--- src/rtl/pipeline_ctrl.sv ---
`default_nettype none
// ============================================================================
// Module   : pipeline_ctrl
// Purpose  : Hazard/sequencing controller for a 5-stage MIPS pipeline.
// Revision : 1.0
// ============================================================================
module pipeline_ctrl #(
  parameter int WAIT_MAX = 255,
  parameter int CNT_W    = 16
) (
  input  logic             clk_i,
  input  logic             rst_ni,
  input  logic [4:0]       id_rs_i,
  input  logic [4:0]       id_rt_i,
  input  logic             id_uses_rt_i,
  input  logic             ex_mem_read_i,
  input  logic [4:0]       ex_write_reg_i,
  input  logic             mem_branch_i,
  input  logic             mem_zero_i,
  input  logic             mem_jump_i,
  input  logic             dmem_req_i,
  input  logic             dmem_ready_i,
  input  logic             clr_stats_i,
  output logic             pc_en_o,
  output logic             if_id_en_o,
  output logic             id_ex_en_o,
  output logic             ex_mem_en_o,
  output logic             mem_wb_en_o,
  output logic             if_id_flush_o,
  output logic             id_ex_flush_o,
  output logic             ex_mem_flush_o,
  output logic             mem_wb_flush_o,
  output logic [1:0]       pc_src_sel_o,
  output logic [1:0]       state_o,
  output logic             err_o,
  output logic [CNT_W-1:0] stall_cnt_o,
  output logic [CNT_W-1:0] flush_cnt_o
);

  localparam int WAIT_W = $clog2(WAIT_MAX + 1);
  localparam logic [WAIT_W-1:0] C_WAIT_LAST = WAIT_W'(WAIT_MAX - 1);
  localparam logic [CNT_W-1:0]  C_CNT_MAX   = {CNT_W{1'b1}};

  typedef enum logic [1:0] {
    S_RUN      = 2'b00,
    S_MEM_WAIT = 2'b01,
    S_ERROR    = 2'b10
  } state_e;

  state_e            state_q, state_d;
  logic [WAIT_W-1:0] wait_cnt_q, wait_cnt_d;
  logic              err_q, err_d;
  logic [CNT_W-1:0]  stall_cnt_q, stall_cnt_d;
  logic [CNT_W-1:0]  flush_cnt_q, flush_cnt_d;

  logic       load_use, redirect, mem_wait, freeze, flush_evt;
  logic [4:0] en;
  logic [3:0] fl;
  logic [1:0] src;

  assign load_use = ex_mem_read_i && (ex_write_reg_i != 5'd0) &&
                    ((ex_write_reg_i == id_rs_i) ||
                     (id_uses_rt_i && (ex_write_reg_i == id_rt_i)));
  assign redirect = mem_jump_i || (mem_branch_i && mem_zero_i);
  assign mem_wait = dmem_req_i && !dmem_ready_i;

  // Freeze covers wait entry, every ready-low wait cycle, and the error trap.
  assign freeze = ((state_q == S_RUN) && mem_wait) ||
                  ((state_q == S_MEM_WAIT) && !dmem_ready_i) ||
                  (state_q == S_ERROR);

  // en = {pc, if_id, id_ex, ex_mem, mem_wb}; fl = {if_id, id_ex, ex_mem, mem_wb}
  always_comb begin
    en        = 5'b11111;
    fl        = 4'b0000;
    src       = 2'b00;
    flush_evt = 1'b0;
    if (freeze) begin
      en = 5'b00000;
      fl = 4'b0001;
    end else if (redirect) begin
      fl        = 4'b1110;
      src       = mem_jump_i ? 2'b10 : 2'b01;
      flush_evt = 1'b1;
    end else if (load_use) begin
      en = 5'b00111;
      fl = 4'b0100;
    end
  end

  always_comb begin
    state_d    = state_q;
    wait_cnt_d = wait_cnt_q;
    case (state_q)
      S_RUN: begin
        if (mem_wait) begin
          state_d    = S_MEM_WAIT;
          wait_cnt_d = WAIT_W'(1);
        end
      end
      S_MEM_WAIT: begin
        if (dmem_ready_i) begin
          state_d    = S_RUN;
          wait_cnt_d = '0;
        end else if (wait_cnt_q == C_WAIT_LAST) begin
          state_d = S_ERROR;
        end else begin
          wait_cnt_d = wait_cnt_q + WAIT_W'(1);
        end
      end
      S_ERROR: state_d = S_ERROR;
      default: state_d = S_RUN;
    endcase
  end

  always_comb begin
    err_d       = err_q || (state_d == S_ERROR);
    stall_cnt_d = stall_cnt_q;
    flush_cnt_d = flush_cnt_q;
    if (clr_stats_i) begin
      stall_cnt_d = '0;
      flush_cnt_d = '0;
    end else begin
      if (!en[4] && (state_q != S_ERROR) && (stall_cnt_q != C_CNT_MAX))
        stall_cnt_d = stall_cnt_q + CNT_W'(1);
      if (flush_evt && (flush_cnt_q != C_CNT_MAX))
        flush_cnt_d = flush_cnt_q + CNT_W'(1);
    end
  end

  always_ff @(posedge clk_i or negedge rst_ni) begin
    if (!rst_ni) begin
      state_q     <= S_RUN;
      wait_cnt_q  <= '0;
      err_q       <= 1'b0;
      stall_cnt_q <= '0;
      flush_cnt_q <= '0;
    end else begin
      state_q     <= state_d;
      wait_cnt_q  <= wait_cnt_d;
      err_q       <= err_d;
      stall_cnt_q <= stall_cnt_d;
      flush_cnt_q <= flush_cnt_d;
    end
  end

  // While reset is held every stage is stopped and loaded with a bubble.
  always_comb begin
    if (!rst_ni) begin
      {pc_en_o, if_id_en_o, id_ex_en_o, ex_mem_en_o, mem_wb_en_o} = 5'b00000;
      {if_id_flush_o, id_ex_flush_o, ex_mem_flush_o, mem_wb_flush_o} = 4'b1111;
      pc_src_sel_o = 2'b00;
    end else begin
      {pc_en_o, if_id_en_o, id_ex_en_o, ex_mem_en_o, mem_wb_en_o} = en;
      {if_id_flush_o, id_ex_flush_o, ex_mem_flush_o, mem_wb_flush_o} = fl;
      pc_src_sel_o = src;
    end
  end

  assign state_o     = state_q;
  assign err_o       = err_q;
  assign stall_cnt_o = stall_cnt_q;
  assign flush_cnt_o = flush_cnt_q;

endmodule
`default_nettype wire

--- config.mk ---
export PLATFORM = sky130hd
export DESIGN_NAME = pipeline_ctrl
export DESIGN_NICKNAME = d
export VERILOG_FILES = /design/src/rtl/pipeline_ctrl.sv
export SDC_FILE = /design/constraint.sdc
export NUM_CORES = 1
export LEC_CHECK = 0
export BUFFER_PORTS_ARGS = -buffer_cell sky130_fd_sc_hd__buf_2
export CORE_MARGIN = 10
export CORE_UTILIZATION = 45
export DETAILED_ROUTE_END_ITERATION = 10
export GPL_TIMING_DRIVEN = 0
export PLACE_DENSITY = 0.7
export RECOVER_POWER = 25
export REMOVE_ABC_BUFFERS = 1
export SLEW_MARGIN = 20
export SYNTH_ARGS = -nofsm -noshare
export SYNTH_HDL_FRONTEND = slang
export SYNTH_SLANG_ARGS = --single-unit
--- constraint.sdc ---
create_clock -name clk_i -period 4.9 [get_ports clk_i]
set_clock_uncertainty 0.05 [all_clocks]
set_input_delay 0.735 -clock clk_i [delete_from_list [all_inputs] [get_ports clk_i]]
set_output_delay 0.735 -clock clk_i [all_outputs]
set_load 0.02 [all_outputs]
==> flow_summary.toml <==
[outcome]
status = "finished, final reports clean"

[timing]
setup-violations-final = 0
setup_slack_ns = 2.05
max_freq_ghz = 0.351
fin_crit_sh = 0.581
tightest_slew_ns = 0.725
finalHoldViolCount = 0
slew_viol_final = 0
rsz0062_at_grt = "no"
period_minus_slack_ns = 2.85
relSlewSlack = 0.509
setup_tns_ns = 0

[logic_synthesis]
synth_cells = 273
synth_top_flop_cell = "dfrtp_1"
synth.most_common_cell = "dfrtp_1"
ys_ff_latch = 43
yosys_warnings = 0
synthTopCellsByCount = "dfrtp_1 (43), nor2_1 (31), a21oi_1 (21), xnor2_1 (21), nand2_1 (19)"
synth_edf_count = 0
syn_area_um2 = 2460
synth.top_cell.area_share = 0.438
synthTopCellsByArea = "dfrtp_1 (44%), xnor2_1 (7.5%), nor2_1 (4.7%), a21oi_1 (4.3%), o31ai_1 (3.4%)"
synth_cell_types = 40
async_flop_share = 1.00
syn-mean-instance-area_um2 = 9.01
synth_top_area_cell = "dfrtp_1"
yosysSeqAreaShare = 0.438

[pwr]
ir_drop_v = 0.000143
totalPowerFinal_mw = 0.770
netSwitchingFraction = 0.261
p_per_area_nw_per_um2 = 263
pwr-share-clk = 0.370
combPwrFrac = 0.135
internal_power_mw = 0.569
p_sw_mw = 0.201
leakage_nw = 1.30
seqPwrFrac = 0.494

[global_routing]
antenna_found_initial = 0
grt_first_pass_wirelength_mm = 10.3
grt_pass1_vias = 2250
globalRouteTotalUtil = 0.140
grt_max_degree = 48
overflow = 0

[clock_tree]
clock_latency_ns = 0.29
htreeDepth = 2
cts_tree = "built"
clk_path_buf_depth = 2
cts-buffers-inserted = 5
cts_resized = 0
clk_pin_slew_ns = 0.08
ctsHoldBuffers = 0
cts_setup_buffers = 0
cts_root_buf = "clkbuf_8"
clkSinkCount = 43

[run]
maxCapViolCount = 0

[detailed_routing]
antenna_left = 0
drt_iter0_drc = 92
drcViolationCount = 0
via_count = 2207
post_drt_wl_per_cell_um = 14.5
viasPerCell = 5.42
totalWireLength_mm = 5.91
drt_pre_antenna_iters = 4

[worst_setup_path]
crit_path_end_kind = "primary output"
slowest_stage = "o22ai_1"
cp_max_fo = 3
rr_worst_depth = 7
cp_cell_sequence = "buf_2 -> xnor2_1 -> nand3_1 -> o22ai_1 -> nand2b_1 -> o311ai_0 -> buf_2"
required_ns = 4.12
crit_top_cell = "buf_2"
start_kind = "input pin"
arrival_ns = 2.06
max_stage_delay_ns = 0.31
path_class = "in2out"

[hold_path]
hp-class = "in2async"

[floorplanning]
fp.dieH_um = 93.9
core-area_um2 = 5200
die_w_um = 93.9
start_util = 0.472
num_rows = 26
die-area_um2 = 8820
ios = 71

[placement]
hpwl_mm = 4.44
dpl_worst_slack_ns = 1.86
gp_congestion = 0.832
io_buffer_count = 70

[layout]
nets = 365
drive_gt1_frac = 0.246
diodes = 0
syn2layout_area_growth_pct = 19.1
## cell families (layout without fill, tap and decap cells)
group           count (synthesis)  count (layout)  synth area share
compound gates                 52              52             0.130
xor+xnor                       28              28            0.0997
fa+ha+maj                       4               4            0.0204
buf+inv                        26              90            0.0575
flops                          43              43             0.438
mux                             2               2           0.00814
simple gates                  118             118             0.246
## final timing paths
kind                                   start        endpoint  slack (ns)
min reg2reg                            err_o           err_o        0.42
min in group clk_i                     err_o           err_o        0.42
max in group asynchronous             rst_ni      state_o[1]        4.04
max                        ex_write_reg_i[4]   id_ex_flush_o        2.05
min                                   rst_ni  flush_cnt_o[8]        0.38
max reg2reg                   stall_cnt_o[0]  stall_cnt_o[1]        2.44
## through the flow
step                 util  instance area, um2  cells  hold slack [ns]
finish              0.563                2930    407            0.377
global route        0.563                2930    407            0.423
CTS                 0.561                2920    407            0.426
detailed placement  0.538                2800    399            0.408
global placement    0.538                2800    399            0.408
floorplan               -                2360    259            0.389
## layout make-up
type	count	area, um2
fill	505	2280
multi-input combinational	204	1250
sequential	43	1080
timing repair buffer	70	353
tap	70	87.6
clock buffer	6	82.6
inverter	12	45.0
clock inverter	2	35.0
## routing by layer
layer | vias up | share of wire | GRT usage
li1 | 1100 | - | -
met1 | 1041 | 0.46 | 0.176
met2 | 60 | 0.46 | 0.218
met3 | 6 | 0.073 | 0.0512
met4 | 0 | 0.011 | 0.0418
met5 | - | 0 | 0
## cells in the final DEF, fill, tap and decap left out, drive strengths merged
cell type and n:
buf 70, dfrtp 43, nor2 32, a21oi 22, xnor2 21, nand2 19, nand3 12, nand4 12
inv 12, o31ai 11, or4 10, o21ai 10, nor3 9, or3 9, xor2 7, clkbuf 6
nor4 5, ha 4, nand2b 2, or2 2, and3 2, mux2i 2, o311ai 2, or3b 1
o31a 1, a21boi 1, a21o 1, nor2b 1, o22ai 1, nor3b 1, a22o 1, o32ai 1
a211o 1, and4 1, bufinv 1, clkinv 1
## power groups by stage
stage                     registers (mW)  clock network, mW  logic, mW
after floorplan                    0.390                  0     0.0547
after global placement             0.387                  0      0.103
after detailed placement           0.387                  0      0.106
after CTS                          0.380              0.298      0.106
after global routing               0.383              0.309      0.118
final                              0.380              0.285      0.104
## worst max-delay path: cells and delay by family
family	cells	cell delay, ns
AO/OA/AOI/OAI	2	0.60
buffers and inverters	2	0.35
AND/OR/NAND/NOR	2	0.22
XOR/XNOR	1	0.15
## sequential cells by signal, summed over array words and instances (netlist names)
signal,cells
flush_cnt_o,16
stall_cnt_o,16
err_o,1
state_o,2
wait_cnt_q,8
No activity file was read; power rests on OpenSTA's default activity.
